## src/rtl/alu_issue_stage.sv

```systemverilog
// Decode-and-issue ID/EX register feeding the execute-stage ALU (RV32I subset).
// Optional feature: define ALU_ISSUE_ILLEGAL_TRAP_EN to trap illegal instructions instead of issuing NOPs.
module alu_issue_stage #(
   parameter int XLEN = 32
) (
   input  logic            Clk_i,
   input  logic            Rst_ni,
   input  logic            Valid_i,
   output logic            Ready_o,
   input  logic [31:0]     Instr_i,
   input  logic [XLEN-1:0] Pc_i,
   input  logic [XLEN-1:0] Rs1Data_i,
   input  logic [XLEN-1:0] Rs2Data_i,
   input  logic            Flush_i,
   output logic            Valid_o,
   input  logic            Ready_i,
   output logic [3:0]      AluOp_o,
   output logic [XLEN-1:0] AluInA_o,
   output logic [XLEN-1:0] AluInB_o,
   output logic [XLEN-1:0] StoreData_o,
   output logic [4:0]      Rd_o,
   output logic            RegWrite_o,
   output logic            MemRead_o,
   output logic            MemWrite_o,
   output logic            IllegalInstr_o
);

   localparam logic [3:0] ALU_ADD  = 4'd0;
   localparam logic [3:0] ALU_SUB  = 4'd1;
   localparam logic [3:0] ALU_AND  = 4'd2;
   localparam logic [3:0] ALU_OR   = 4'd3;
   localparam logic [3:0] ALU_XOR  = 4'd4;
   localparam logic [3:0] ALU_SLL  = 4'd5;
   localparam logic [3:0] ALU_SRL  = 4'd6;
   localparam logic [3:0] ALU_SRA  = 4'd7;
   localparam logic [3:0] ALU_SLT  = 4'd8;
   localparam logic [3:0] ALU_SLTU = 4'd9;

   localparam logic [6:0] OPC_OP     = 7'b0110011;
   localparam logic [6:0] OPC_OP_IMM = 7'b0010011;
   localparam logic [6:0] OPC_LUI    = 7'b0110111;
   localparam logic [6:0] OPC_AUIPC  = 7'b0010111;
   localparam logic [6:0] OPC_LOAD   = 7'b0000011;
   localparam logic [6:0] OPC_STORE  = 7'b0100011;

   localparam logic [6:0] F7_ZERO = 7'b0000000;
   localparam logic [6:0] F7_ALT  = 7'b0100000;

`ifdef ALU_ISSUE_ILLEGAL_TRAP_EN
   localparam logic TRAP_EN = 1'b1;
`else
   localparam logic TRAP_EN = 1'b0;
`endif

   // Shared funct3 mapping for OP and OP-IMM; the alternate-funct7 forms are patched by the caller.
   function automatic logic [3:0] f3_to_op(input logic [2:0] f3);
      logic [3:0] op;
      case (f3)
         3'b000:  op = ALU_ADD;
         3'b001:  op = ALU_SLL;
         3'b010:  op = ALU_SLT;
         3'b011:  op = ALU_SLTU;
         3'b100:  op = ALU_XOR;
         3'b101:  op = ALU_SRL;
         3'b110:  op = ALU_OR;
         3'b111:  op = ALU_AND;
         default: op = ALU_ADD;
      endcase
      return op;
   endfunction

   logic [6:0]      opcode_s;
   logic [2:0]      funct3_s;
   logic [6:0]      funct7_s;
   logic [4:0]      rd_s;
   logic [XLEN-1:0] imm_i_s;
   logic [XLEN-1:0] imm_s_s;
   logic [XLEN-1:0] imm_u_s;
   logic [XLEN-1:0] shamt_s;

   assign opcode_s = Instr_i[6:0];
   assign funct3_s = Instr_i[14:12];
   assign funct7_s = Instr_i[31:25];
   assign rd_s     = Instr_i[11:7];
   assign imm_i_s  = {{(XLEN-12){Instr_i[31]}}, Instr_i[31:20]};
   assign imm_s_s  = {{(XLEN-12){Instr_i[31]}}, Instr_i[31:25], Instr_i[11:7]};
   assign imm_u_s  = {Instr_i[31:12], 12'b0000_0000_0000};
   assign shamt_s  = {{(XLEN-5){1'b0}}, Instr_i[24:20]};

   logic [3:0]      op_s;
   logic [XLEN-1:0] a_s;
   logic [XLEN-1:0] b_s;
   logic            reg_write_s;
   logic            mem_read_s;
   logic            mem_write_s;
   logic            illegal_s;

   // Instruction decode into raw op, operands and write enables.
   always_comb begin
      op_s        = ALU_ADD;
      a_s         = Rs1Data_i;
      b_s         = imm_i_s;
      reg_write_s = 1'b0;
      mem_read_s  = 1'b0;
      mem_write_s = 1'b0;
      illegal_s   = 1'b0;
      case (opcode_s)
         OPC_OP: begin
            b_s         = Rs2Data_i;
            reg_write_s = 1'b1;
            if (funct7_s == F7_ZERO) begin
               op_s = f3_to_op(funct3_s);
            end else if ((funct7_s == F7_ALT) && (funct3_s == 3'b000)) begin
               op_s = ALU_SUB;
            end else if ((funct7_s == F7_ALT) && (funct3_s == 3'b101)) begin
               op_s = ALU_SRA;
            end else begin
               illegal_s = 1'b1;
            end
         end
         OPC_OP_IMM: begin
            reg_write_s = 1'b1;
            op_s        = f3_to_op(funct3_s);
            case (funct3_s)
               3'b001: begin
                  b_s       = shamt_s;
                  illegal_s = (funct7_s != F7_ZERO);
               end
               3'b101: begin
                  b_s = shamt_s;
                  if (funct7_s == F7_ZERO) begin
                     op_s = ALU_SRL;
                  end else if (funct7_s == F7_ALT) begin
                     op_s = ALU_SRA;
                  end else begin
                     illegal_s = 1'b1;
                  end
               end
               default: b_s = imm_i_s;
            endcase
         end
         OPC_LUI: begin
            a_s         = {XLEN{1'b0}};
            b_s         = imm_u_s;
            reg_write_s = 1'b1;
         end
         OPC_AUIPC: begin
            a_s         = Pc_i;
            b_s         = imm_u_s;
            reg_write_s = 1'b1;
         end
         OPC_LOAD: begin
            mem_read_s  = 1'b1;
            reg_write_s = 1'b1;
         end
         OPC_STORE: begin
            b_s         = imm_s_s;
            mem_write_s = 1'b1;
         end
         default: illegal_s = 1'b1;
      endcase
   end

   logic [3:0] fin_op_s;
   logic       fin_reg_write_s;
   logic       fin_mem_read_s;
   logic       fin_mem_write_s;
   logic       entry_valid_s;

   // Illegal instructions degrade to a side-effect-free ADD; writes to x0 are dropped.
   always_comb begin
      fin_op_s        = illegal_s ? ALU_ADD : op_s;
      fin_reg_write_s = reg_write_s && !illegal_s && (rd_s != 5'd0);
      fin_mem_read_s  = mem_read_s && !illegal_s;
      fin_mem_write_s = mem_write_s && !illegal_s;
      entry_valid_s   = !(illegal_s && TRAP_EN);
   end

   logic            valid_r;
   logic [3:0]      op_r;
   logic [XLEN-1:0] a_r;
   logic [XLEN-1:0] b_r;
   logic [XLEN-1:0] store_r;
   logic [4:0]      rd_r;
   logic            reg_write_r;
   logic            mem_read_r;
   logic            mem_write_r;
   logic            illegal_r;
   logic            ready_s;
   logic            load_s;

   assign ready_s = !valid_r || Ready_i;
   assign load_s  = Valid_i && ready_s;

   // ID/EX entry: flush beats load, load beats retire, otherwise hold under back-pressure.
   always_ff @(posedge Clk_i or negedge Rst_ni) begin
      if (!Rst_ni) begin
         valid_r     <= 1'b0;
         op_r        <= ALU_ADD;
         a_r         <= {XLEN{1'b0}};
         b_r         <= {XLEN{1'b0}};
         store_r     <= {XLEN{1'b0}};
         rd_r        <= 5'd0;
         reg_write_r <= 1'b0;
         mem_read_r  <= 1'b0;
         mem_write_r <= 1'b0;
         illegal_r   <= 1'b0;
      end else if (Flush_i) begin
         valid_r     <= 1'b0;
         reg_write_r <= 1'b0;
         mem_read_r  <= 1'b0;
         mem_write_r <= 1'b0;
         illegal_r   <= 1'b0;
      end else if (load_s) begin
         valid_r     <= entry_valid_s;
         op_r        <= fin_op_s;
         a_r         <= a_s;
         b_r         <= b_s;
         store_r     <= Rs2Data_i;
         rd_r        <= rd_s;
         reg_write_r <= fin_reg_write_s && entry_valid_s;
         mem_read_r  <= fin_mem_read_s && entry_valid_s;
         mem_write_r <= fin_mem_write_s && entry_valid_s;
         illegal_r   <= illegal_s && TRAP_EN;
      end else if (ready_s) begin
         valid_r     <= 1'b0;
         reg_write_r <= 1'b0;
         mem_read_r  <= 1'b0;
         mem_write_r <= 1'b0;
         illegal_r   <= 1'b0;
      end else begin
         illegal_r   <= 1'b0;
      end
   end

   assign Ready_o        = ready_s;
   assign Valid_o        = valid_r;
   assign AluOp_o        = op_r;
   assign AluInA_o       = a_r;
   assign AluInB_o       = b_r;
   assign StoreData_o    = store_r;
   assign Rd_o           = rd_r;
   assign RegWrite_o     = reg_write_r;
   assign MemRead_o      = mem_read_r;
   assign MemWrite_o     = mem_write_r;
   assign IllegalInstr_o = illegal_r;

endmodule
```

## config.mk

```make
export PLATFORM = sky130hd
export DESIGN_NAME = alu_issue_stage
export DESIGN_NICKNAME = d
export VERILOG_FILES = /design/src/rtl/alu_issue_stage.sv
export SDC_FILE = /design/constraint.sdc
export NUM_CORES = 1
export LEC_CHECK = 0
export ABC_AREA = 1
export BUFFER_PORTS_ARGS = -buffer_cell sky130_fd_sc_hd__buf_2
export CAP_MARGIN = 20
export CORE_ASPECT_RATIO = 1.5
export CORE_UTILIZATION = 30
export CTS_CLUSTER_DIAMETER = 200
export DETAILED_ROUTE_END_ITERATION = 12
export GPL_TIMING_DRIVEN = 0
export PLACE_DENSITY = 0.57
export SETUP_SLACK_MARGIN = 0.02
export SYNTH_ARGS = -nofsm -noshare
export SYNTH_HDL_FRONTEND = slang
export SYNTH_SLANG_ARGS = --single-unit
```

## constraint.sdc

```tcl
create_clock -name Clk_i -period 1.5 [get_ports Clk_i]
set_clock_uncertainty 0.2 [all_clocks]
set_input_delay 0.375 -clock Clk_i [delete_from_list [all_inputs] [get_ports Clk_i]]
set_output_delay 0.375 -clock Clk_i [all_outputs]
set_load 0.05 [all_outputs]
```

# Word level (Yosys, flattened, before mapping)
# Memories as Yosys holds them, arrays and structs flattened.
# Cells that the tools add are included.
classes:
  eq_ne: 9
  mux: 30
  bitwise: 1
  n_reduce_logical: 20
ops:
  columns: ["op", "n"]
  rows:
  - ["$pmux 32 s4", 1]
  - ["$pmux 32 s2", 1]
  - ["$mux 32", 1]
  - ["$eq 7x6->1 const B", 4]
  - ["$mux 4", 5]
  - ["$mux 1", 17]
  - ["$eq 7x5->1 const B", 2]
  - ["$pmux 4 s2", 1]
  - ["$eq 7x2->1 const B", 1]
  - ["$logic_and 1x1->1", 7]
  - ["$logic_not 7->1", 1]
  - ["$reduce_bool 7->1", 1]
  - ["$mux 3", 2]
  - ["$reduce_bool 5->1", 1]
  - ["$reduce_or 5->1", 1]
  - ["$reduce_or 2->1", 2]
  - ["$reduce_or 4->1", 1]
  - ["$eq 3x1->1 const B", 1]
  - ["$eq 3x3->1 const B", 1]
  - ["$logic_not 3->1", 1]
  - ["$pmux 1 s3", 1]
  - ["$reduce_bool 3->1", 1]
  - ["$logic_not 1->1", 2]
  - ["$pmux 1 s2", 1]
  - ["other kinds (3)", 3]
word_totals:
  reg_bits: 109
  romBits: 64
  elab_cells: 71
  memories: 2
memory_table:
  columns: ["name", "depth", "word_bits", "read_ports", "rd_ports_with_merged_regs", "write_ports", "line_no", "text"]
  rows:
  - ["(name not given)", 8, 4, 1, 0, 0, "58", "case (f3)"]
  - ["(name not given)", 8, 4, 1, 0, 0, "58", null]

# Depth between registers and ports, before layout
# Gate-level depths: netlist of the first run.
logic_depth:
  ltp_word: 11
  depth_mapped: 11

# Worst setup path before layout of the first run
# Ideal clock, no wire load.
synth_path:
  path_type: "reg-to-reg"
  startpoint: "register valid_r (netlist: Valid_o)"
  endpoint: "register b_r[5] (netlist: AluInB_o[5])"
  setup_ns: 0.082
  t_arrival_ns: 1.887
  t_required_ns: 1.218
  slack_ns: -0.669
  stages_incl_launch_ff: 8
  n_path_buf: 1
  period_less_slack_ns: 2.169
  cell_sequence: "dfrtp_1 > nand2_1 > nand2_1 > nor2_2 > inv_2 > clkbuf_1 > a21oi_1 > a31oi_1"
synth_between:
  elab_chain_len: 4
synth_rtl:
  columns: ["item", "line_no", "text"]
  rows:
  - ["start: declaration", "179", "logic valid_r;"]
  - ["start signal: assignment", "215", "valid_r <= entry_valid_s;"]
  - ["$logic_not 1->1", "192", "assign ready_s = !valid_r || Ready_i;"]
  - ["$logic_or 1x1->1", "192", null]
  - ["via Ready_o", "9", "output logic Ready_o,"]
  - ["$logic_and 1x1->1", "193", "assign load_s = Valid_i && ready_s;"]
  - ["$reduce_and 2->1 (no source line)", null, null]
  - ["end signal: assignment", "201", "b_r <= {XLEN{1'b0}};"]
  - ["end signal: assignment", "218", "b_r <= b_s;"]
  - ["end: declaration", "182", "logic [XLEN-1:0] b_r;"]
# The timed path passes the listed nets, and every way through them passes these cells.
# A chain may end at the register's enable or synchronous reset.

# Final worst setup path of the first run
layout_path:
  startpoint: "register valid_r (netlist: Valid_o)"
  endpoint: "output port Ready_o"
layout_between:
  elab_chain_len: 2
layout_rtl:
  columns: ["item", "line_no"]
  rows:
  - ["$logic_not 1->1", "192"]
  - ["$logic_or 1x1->1", "192"]
  - ["end: declaration", "9"]
# No other way between the ends.

==> metrics.cfg, run 1 <==
[detailed_routing]
drt-wirelength-per-cell_um=17.1
antenna_violating_nets_post_route=0
drt_iter0_markers=208
wirelength_mm=21.1
num_vias=5914
post-route-drc-count=0
detail_route.vias_per_cell=4.78
drt_pass1_iterations=4

[final_layout]
final_design_area_no_fill_um2=9310
seq_area_um2=2730
multi_input_area_um2=2770
nets=1151
final_layout_size_suffix_gt1_frac=0.478
utilization=0.537
n_fill_cell=1624
syn2layout_area_growth_pct=75.3
final_cells=1238

[floorplan]
io_pins=244
core_area_um2=17300
initial_util=0.306
dieArea_um2=18300
die_y_um=165
fp.dieW_um=111
placementRows=59

[clock_network]
clkTransAtPathRegs_ns=0.07
insertion_delay_ns=0.35
cts_inserted_buffers=9
clock_tree.buffer_depth=2
cts_max_level=3
cts_root_buffer=sky130_fd_sc_hd__clkbuf_16
clock_sinks=109
tritoncts=done

[synthesis]
yosys_register_bits=109
share_of_the_yosys_chip_area_belonging_to_registers=0.514
post_synth_most_frequent_cells=sky130_fd_sc_hd__nand2_1 (200), sky130_fd_sc_hd__dfrtp_1 (109), sky130_fd_sc_hd__a21oi_1 (102)
post-synth-top-count-cell=sky130_fd_sc_hd__nand2_1
synth_area_per_cell_um2=7.69
post_synth_inst_count=691
syn-num-nets=824
synth_area_um2=5310
synth.lib_cells_used.distinct=27
synth.top_cells.by_area=sky130_fd_sc_hd__dfrtp_1 (51%), sky130_fd_sc_hd__nand2_1 (14%), sky130_fd_sc_hd__a21oi_1 (9.6%)
postSynth.asyncResetShare=1.00
dominantRegCellSynth=sky130_fd_sc_hd__dfrtp_1
synth_area_leader_cell=sky130_fd_sc_hd__dfrtp_1
synth_warnings=0
yosysTopAreaCellShare=0.514
number_of_enable_flip_flop_cells_after_synthesis=0

[critical_path]
worst_path_required_time_ns=0.92
r2r.worst_path.cells=8
worstReg2RegStart=Valid_o$_DFFE_PN0P_
critical_path_startpoint_category=flop
worstPathMaxFanout=3
critical_path.endpoint_type=primary output
worstSetupPathType=reg2out
arrival_ns=1.03
critical_path.startpoint=Valid_o$_DFFE_PN0P_
r2r-end=AluInB_o[3]$_DFFE_PN0P_
regToRegSetupSlack_ns=-0.10

[pwr]
peak_vdd_ir_mv=0.603
leakage_uw=0.00456
power_density_nw_per_um2=1130

[placed_design]
placedInstanceArea_um2=6980
dp_cells=1146
gp_congestion=0.875
hpwlAfterDp_mm=15.0
buffers_on_ports=241

[timing]
setup_slack_ns=-0.103
layout_worst_path_cycle_share=1.07
slew_violations=0
hold_violation_count_in_the_final_report=0
timing.final.setup_violations=127
max_freq_ghz=0.624
period_needed_ns=1.60
grt_setup_unrepaired=true

[worst_hold_path]
worst_hold_startpoint=Rs2Data_i[9]
timing.hold.worst_path_depth=3
worst_hold_path_type=in2reg
hold-path-endpoint=StoreData_o[9]$_DFFE_PN0P_

[grt]
grt_antenna_before_repair=1
number_of_global_route_vias_before_repair=5817
grt_first_pass_wirelength_mm=31.4
grtUsageTotal=0.223
grt_overflow_total=0
grt_max_degree=69

[job]
maxCapViolCount=0

[status]
failed_checks=negative setup slack
run_status=finished with violations

==> worst max path at each step <==
stage,end
after floorplan,AluInB_o[5]$_DFFE_PN0P_
after global placement,Valid_o$_DFFE_PN0P_
after detailed placement,AluInB_o[30]$_DFFE_PN0P_
after CTS,AluInB_o[3]$_DFFE_PN0P_
after global routing,AluInB_o[23]$_DFFE_PN0P_
final,Ready_o
==> critical path, stage by stage, from the launching register on <==
cell	delay, ns
sky130_fd_sc_hd__dfrtp_2	0.44
sky130_fd_sc_hd__nand2_8	0.08
sky130_fd_sc_hd__buf_6	0.15
==> layout make-up <==
type	instances	area share
sequential	109	0.293
clock inverter	6	0.00941
timing repair buffer	315	0.278
inverter	25	0.0122
buffer	43	0.0550
multi-input combinational	514	0.298
antenna	2	0.000537
timing repair inverter	1	0.000403
clock buffer	10	0.0246
tap	213	0.0286
==> cells in the final DEF, fill, tap and decap left out, types with 6 or more instances in the layout <==
| cell type | netlist | final |
|---|---|---|
| sky130_fd_sc_hd__a21oi_1 | 102 | 37 |
| sky130_fd_sc_hd__a21oi_2 | 0 | 60 |
| sky130_fd_sc_hd__buf_12 | 0 | 7 |
| sky130_fd_sc_hd__buf_2 | 18 | 136 |
| sky130_fd_sc_hd__buf_4 | 7 | 68 |
| sky130_fd_sc_hd__buf_6 | 3 | 121 |
| sky130_fd_sc_hd__buf_8 | 0 | 7 |
| sky130_fd_sc_hd__clkbuf_16 | 0 | 16 |
| sky130_fd_sc_hd__dfrtp_1 | 109 | 108 |
| sky130_fd_sc_hd__inv_1 | 18 | 18 |
| sky130_fd_sc_hd__nand2_1 | 200 | 192 |
| sky130_fd_sc_hd__nand2_2 | 4 | 6 |
| sky130_fd_sc_hd__nand2_4 | 1 | 6 |
| sky130_fd_sc_hd__nand3_1 | 66 | 64 |
| sky130_fd_sc_hd__nor2_1 | 97 | 80 |
| sky130_fd_sc_hd__nor2_4 | 2 | 17 |
| sky130_fd_sc_hd__o21ai_0 | 22 | 14 |
| sky130_fd_sc_hd__o21ai_1 | 3 | 8 |
==> logic make-up after synthesis <==
kind of cell / count (synthesis) / synth area share
other: 1 / 0.000706
and+or+nand+nor: 376 / 0.291
AOI/OAI and AO/OA: 137 / 0.133
DFF: 109 / 0.514
buffers and inverters: 68 / 0.0615
==> where the power goes <==
group          switching, uW  internal (uW)  leakage [uW]
logic                   2540           1640       0.00315
registers                322           3360       0.00127
clock network           1150           1460      0.000145
total                   4010           6460       0.00456
==> state kept, by name, summed over array words and instances (netlist names) <==
name         count
AluInA_o        32
AluInB_o        32
StoreData_o     32
Rd_o             5
AluOp_o          4
MemRead_o        1
MemWrite_o       1
RegWrite_o       1
Valid_o          1
==> per-stage QoR <==
stage                     setup TNS, ns  setup WS [ns]  total power [uW]  hold slack (ns)
after floorplan                  -10.02         -0.137              5710           -0.121
after global placement          -223.47          -1.85              6640            0.251
after detailed placement         -47.71         -0.701              6680            0.134
after CTS                         -9.63         -0.140             10200           0.0200
after global routing             -14.35         -0.157             10900           0.0265
final                             -5.89         -0.103             10500           0.0274
==> what timing repair did <==
item,4_1_cts,5_1_grt
hold buffers,1,0
setup endpoints to repair,217,273
gates cloned,4,3
gates resized for setup,287,115
endpoints found under the hold margin,41,0
pin swaps,13,20
setup buffers,33,33
==> layer usage <==
metal	up-vias	global-route usage	share of wire
li1	2904	-	-
met1	2804	0.257	0.39
met2	164	0.405	0.53
met3	42	0.0363	0.040
met4	0	0.0976	0.035
met5	-	0	0
Power figures use the tool's default switching activity.
==> run 2, diff against run 1 <==
- SKIP_LAST_GASP: unset -> 1
==> metrics.cfg, run 2 (synthesis gave the netlist of run 1 again) <==
[grt]
grt_most_used_layer=met2  ; unchanged
grtUsageTotal=0.223  ; about the same
met1_usage=0.257  ; about the same
number_of_global_route_vias_before_repair=5818  ; was 5817
grt_first_pass_wirelength_mm=31.4  ; about the same
grt_max_degree=69  ; unchanged
grt_use_met2=0.405  ; unchanged
grtUsageMet3=0.0363  ; unchanged
grt_overflow_total=0  ; unchanged
grt_antenna_before_repair=1  ; unchanged

[clock_network]
clkTransAtPathRegs_ns=0.07  ; about the same
clock_sinks=109  ; unchanged
clock_tree.buffer_depth=2  ; unchanged
cts_inserted_buffers=9  ; unchanged
cts_root_buffer=sky130_fd_sc_hd__clkbuf_16  ; unchanged
insertion_delay_ns=0.35  ; about the same
tritoncts=done  ; unchanged
cts_max_level=3  ; unchanged

[placed_design]
placedInstanceArea_um2=6980  ; unchanged
gp_congestion=0.875  ; unchanged
hpwlAfterDp_mm=15.0  ; unchanged
dpl_worst_slack_ns=-0.701  ; unchanged
buffers_on_ports=241  ; unchanged

[final_layout]
multi_input_area_um2=2760  ; was 2770 um2
syn2layout_area_growth_pct=75.1  ; was 75.3%
seq_area_um2=2730  ; unchanged
nets=1151  ; unchanged
final_design_area_no_fill_um2=9300  ; was 9310 um2
final_layout_size_suffix_gt1_frac=0.474  ; was 0.478
layout.cells.most_common=sky130_fd_sc_hd__nand2_1  ; unchanged
commonest_non_fill_non_tap_cells_in_the_layout=sky130_fd_sc_hd__nand2_1 (192), sky130_fd_sc_hd__buf_2 (136), sky130_fd_sc_hd__buf_6 (121)  ; unchanged
n_fill_cell=1626  ; was 1624

[critical_path]
worstSetupPathType=reg2out  ; unchanged
worstPathMaxFanout=3  ; unchanged
critical_path_startpoint_category=flop  ; unchanged
worst_path_required_time_ns=0.92  ; about the same
arrival_ns=1.03  ; about the same
critical_path.endpoint_type=primary output  ; unchanged

[detailed_routing]
detail_route.vias_per_cell=4.78  ; about the same
drt_pass1_iterations=4  ; unchanged
drt_iter0_markers=235  ; was 208
drt-wirelength-per-cell_um=17.0  ; was 17.1 um
num_vias=5920  ; was 5914
post-route-drc-count=0  ; unchanged
wirelength_mm=21.1  ; about the same
antenna_violating_nets_post_route=0  ; unchanged

[job]
maxCapViolCount=0  ; unchanged

[timing]
timing.final.setup_violations=127  ; unchanged
slew_violations=0  ; unchanged
setup_slack_ns=-0.103  ; about the same
grt_setup_unrepaired=true  ; unchanged
hold_violation_count_in_the_final_report=0  ; unchanged
layout_worst_path_cycle_share=1.07  ; about the same
period_needed_ns=1.60  ; about the same
max_freq_ghz=0.624  ; about the same

[floorplan]
dieArea_um2=18300  ; unchanged
die_y_um=165  ; unchanged
fp.dieW_um=111  ; unchanged
initial_util=0.306  ; unchanged
io_pins=244  ; unchanged
placementRows=59  ; unchanged
core_area_um2=17300  ; unchanged

[pwr]
leakage_uw=0.00456  ; about the same
post-layout-total-power_uw=10500  ; about the same
peak_vdd_ir_mv=0.603  ; about the same
power_density_nw_per_um2=1130  ; about the same

[status]
failed_checks=negative setup slack  ; unchanged
run_status=finished with violations  ; unchanged

[worst_hold_path]
worst_hold_path_type=in2reg  ; unchanged

## run 2: area by class of cell
type | count | share of cell area
Timing Repair Buffer | 315 | 0.279
Clock inverter | 6 | 0.00942
Antenna cell | 2 | 0.000538
Timing Repair inverter | 1 | 0.000404
Clock buffer | 10 | 0.0246
Multi-Input combinational cell | 514 | 0.297
Inverter | 25 | 0.0122
Sequential cell | 109 | 0.293
Tap cell | 213 | 0.0287
Buffer | 43 | 0.0550
## run 2: final timing paths
kind	startpoint	to	slack, ns	depth (start not counted)
min	Rs2Data_i[9]	StoreData_o[9]$_DFFE_PN0P_	0.03	3
min reg2reg	StoreData_o[21]$_DFFE_PN0P_	StoreData_o[21]$_DFFE_PN0P_	0.30	2
max	Valid_o$_DFFE_PN0P_	Ready_o	-0.10	2
max in group asynchronous	Rst_ni	AluInA_o[1]$_DFFE_PN0P_	0.22	3
max reg2reg	Valid_o$_DFFE_PN0P_	AluInA_o[12]$_DFFE_PN0P_	-0.10	8
min in group asynchronous	Rst_ni	StoreData_o[22]$_DFFE_PN0P_	0.30	2
## run 2: per-layer routing
| metal | share of wire | routed length (um) |
|---|---|---|
| met4 | 0.036 | 770 |
| met2 | 0.53 | 11200 |
| met5 | 0 | 0 |
| met3 | 0.045 | 942 |
| met1 | 0.39 | 8150 |
## run 2: per-stage QoR
stage / instances / hold slack [ns] / TNS (ns) / utilization
2_1_floorplan: 691 / -0.121 / -10.02 / -
6_report: 1238 / 0.0274 / -5.83 / 0.536
4_1_cts: 1200 / 0.0200 / -9.65 / 0.494
3_3_place_gp: 1145 / 0.251 / -223.47 / 0.401
5_1_grt: 1237 / 0.0265 / -14.37 / 0.536
3_5_place_dp: 1146 / 0.134 / -47.71 / 0.402
## run 2: where the power goes
part	total (uW)	internal, uW	switching, uW
sequential	3680	3360	322
combinational	4170	1640	2530
clock	2620	1460	1150
## run 2: timing repair
action | in CTS | in global routing
gates resized for setup | 286 | 111
setup endpoints to repair | 217 | 273
pin swaps | 13 | 20
hold endpoints to repair | 41 | 0
hold buffers | 1 | 0
buffers inserted | 33 | 33
cloned | 4 | 3
## run 2: critical path, stage by stage (launching register included)
cell and delay [ns]:
sky130_fd_sc_hd__dfrtp_2 0.44, sky130_fd_sc_hd__nand2_8 0.08, sky130_fd_sc_hd__buf_6 0.15
==> run 3, diff against run 2 <==
- PLACE_DENSITY: 0.57 -> 0.55
- clock period: 1.5 -> 1.7 ns (I/O delays scaled with it)
==> metrics.cfg, run 3 (synthesis gave the netlist of run 1 again) <==
[status]
run_status=finished, final reports clean  ; was finished with violations

[critical_path]
timing.critical_path.slowest_cell_delay_ns=0.44  ; about the same
worst_path_required_time_ns=1.07  ; was 0.92 ns
cp_cell_sequence=nand2_8 > buf_4  ; was nand2_8 > buf_6
cp_slowest_cell=sky130_fd_sc_hd__dfrtp_2  ; unchanged
critical_path_startpoint_category=flop  ; unchanged
arrival_ns=1.06  ; was 1.03 ns
worstSetupPathType=reg2out  ; unchanged
worstReg2RegStart=Valid_o$_DFFE_PN0P_  ; unchanged
critical_path.startpoint=Valid_o$_DFFE_PN0P_  ; unchanged
worstPathMaxFanout=4  ; was 3
r2r.worst_path.cells=7  ; was 8
critical_path.endpoint_type=primary output  ; unchanged

[clock_network]
clock_tree.buffer_depth=2  ; unchanged
tritoncts=done  ; unchanged
clock_sinks=109  ; unchanged
clkTransAtPathRegs_ns=0.07  ; about the same
cts_inserted_buffers=9  ; unchanged
cts_root_buffer=sky130_fd_sc_hd__clkbuf_16  ; unchanged
insertion_delay_ns=0.35  ; about the same
cts_max_level=3  ; unchanged

[floorplan]
fp.dieW_um=111  ; unchanged
placementRows=59  ; unchanged
io_pins=244  ; unchanged
die_y_um=165  ; unchanged
initial_util=0.306  ; unchanged
core_area_um2=17300  ; unchanged
dieArea_um2=18300  ; unchanged

[grt]
grt_antenna_before_repair=0  ; was 1
grt_overflow_total=0  ; unchanged
grt_first_pass_wirelength_mm=29.1  ; was 31.4 mm
grtUsageTotal=0.206  ; was 0.223
grt_max_degree=66  ; was 69
number_of_global_route_vias_before_repair=5396  ; was 5818

[detailed_routing]
dr.max_layer_used=met4  ; unchanged
met2RoutedLength_mm=9.95  ; was 11.2 mm
antenna_violating_nets_post_route=0  ; unchanged
routed-wl-met3_mm=1.16  ; was 942 um
post-route-drc-count=0  ; unchanged
detail_route.vias_per_cell=4.77  ; was 4.78
num_vias=5581  ; was 5920
drt_iter0_markers=282  ; was 235
wirelength_met1_mm=7.55  ; was 8.15 mm
drt_pass1_iterations=5  ; was 4
wirelength_mm=19.2  ; was 21.1 mm
drt-wirelength-per-cell_um=16.4  ; was 17.0 um

[final_layout]
utilization=0.430  ; was 0.536
final_layout_size_suffix_gt1_frac=0.364  ; was 0.474
n_fill_cell=1843  ; was 1626
final_cells=1171  ; was 1238
seq_area_um2=2730  ; unchanged
multi_input_area_um2=2380  ; was 2760 um2
layout.cells.most_common=sky130_fd_sc_hd__buf_2  ; was sky130_fd_sc_hd__nand2_1
nets=1085  ; was 1151
commonest_non_fill_non_tap_cells_in_the_layout=sky130_fd_sc_hd__buf_2 (249), sky130_fd_sc_hd__nand2_1 (197), sky130_fd_sc_hd__dfrtp_1 (108)  ; was sky130_fd_sc_hd__nand2_1 (192), sky130_fd_sc_hd__buf_2 (136), sky130_fd_sc_hd__buf_6 (121)
syn2layout_area_growth_pct=40.3  ; was 75.1%

[timing]
max_freq_ghz=0.594
layout_worst_path_cycle_share=0.990
timing.final.setup_violations=0  ; was 127
period_needed_ns=1.68
hold_violation_count_in_the_final_report=0  ; unchanged
slew_violations=0  ; unchanged
grt_setup_unrepaired=true  ; unchanged
hold_ws_ns=0.0736  ; was 0.0274 ns

[pwr]
power_density_nw_per_um2=1080  ; was 1130 nW/um2
comb_power_share=0.339  ; was 0.399
leakage_uw=0.00385  ; was 0.00456 uW
post-layout-total-power_uw=8020  ; was 10500 uW
pwr-share-seq=0.392  ; was 0.352
pint_uw=4790  ; was 6460 uW
peak_vdd_ir_mv=0.473  ; was 0.603 mV
switching_share=0.403  ; was 0.383
switching_power_summed_over_all_nets_uw=3230  ; was 4010 uW
clock_power_share=0.269  ; was 0.250

[placed_design]
hpwlAfterDp_mm=14.9  ; was 15.0 mm
gp_congestion=0.872  ; was 0.875
dp_cells=1146  ; unchanged
buffers_on_ports=241  ; unchanged

[job]
maxCapViolCount=0  ; unchanged

[worst_hold_path]
worst_hold_path_type=in2reg  ; unchanged
worst_hold_startpoint=Flush_i  ; was Rs2Data_i[9]
timing.hold.worst_path_depth=2  ; was 3

==> run 3: cell type report <==
cell class                      count  area share
Clock inverter                      6     0.00823
Tap cell                          213      0.0358
Buffer                             43      0.0468
Inverter                           25      0.0133
Timing Repair Buffer              250       0.178
Clock buffer                       10      0.0321
Multi-Input combinational cell    514       0.320
Sequential cell                   109       0.366
Antenna cell                        1    0.000336
==> run 3: power by group through the flow <==
stage	registers, uW	clock network [uW]	logic, uW
global placement	3180	0	2650
CTS	3140	2230	2700
finish	3140	2160	2720
detailed placement	3190	0	2670
floorplan	4520	0	497
global route	3190	2310	2880
==> run 3: worst max-delay path, delay by kind of cell (launching register included) <==
family | cells | cell delay, ns
flops | 1 | 0.44
simple gates | 1 | 0.07
buf+inv | 1 | 0.19
==> run 3: through the flow <==
step	area [um2]	setup TNS, ns	setup slack [ns]
2_1_floorplan	5370	0	0.0220
3_3_place_gp	6840	-192.30	-1.68
3_5_place_dp	6880	-36.16	-0.520
4_1_cts	7290	-0.0342	-0.0164
5_1_grt	7450	-0.0514	-0.0318
6_report	7450	0	0.0171
==> run 3: metal layers <==
metal  vias to the layer above  GRT usage
met1                      2575      0.244
met2                       197      0.363
li1                       2774          -
met5                         -          0
met4                         0     0.0891
met3                        35     0.0404
==> run 3: path summary, 6_finish.rpt <==
kind                                               endpoint  slack [ns]
worst min register to register  StoreData_o[25]$_DFFE_PN0P_        0.27
min in group asynchronous       StoreData_o[25]$_DFFE_PN0P_        0.39
max in group asynchronous               Valid_o$_DFFE_PN0P_        0.21
worst max-delay path                                Ready_o        0.02
worst max register to register      AluInB_o[4]$_DFFE_PN0P_        0.02
worst min-delay path                    Valid_o$_DFFE_PN0P_        0.07
==> run 3: timing repair <==
action                                  4_1_cts  5_1_grt
cloned                                        1        0
hold buffers                                  1        0
hold endpoints to repair                     44        0
resized for setup                            24       53
pin swaps                                     0        3
endpoints found under the setup margin       97       90
setup buffers                                 3        3
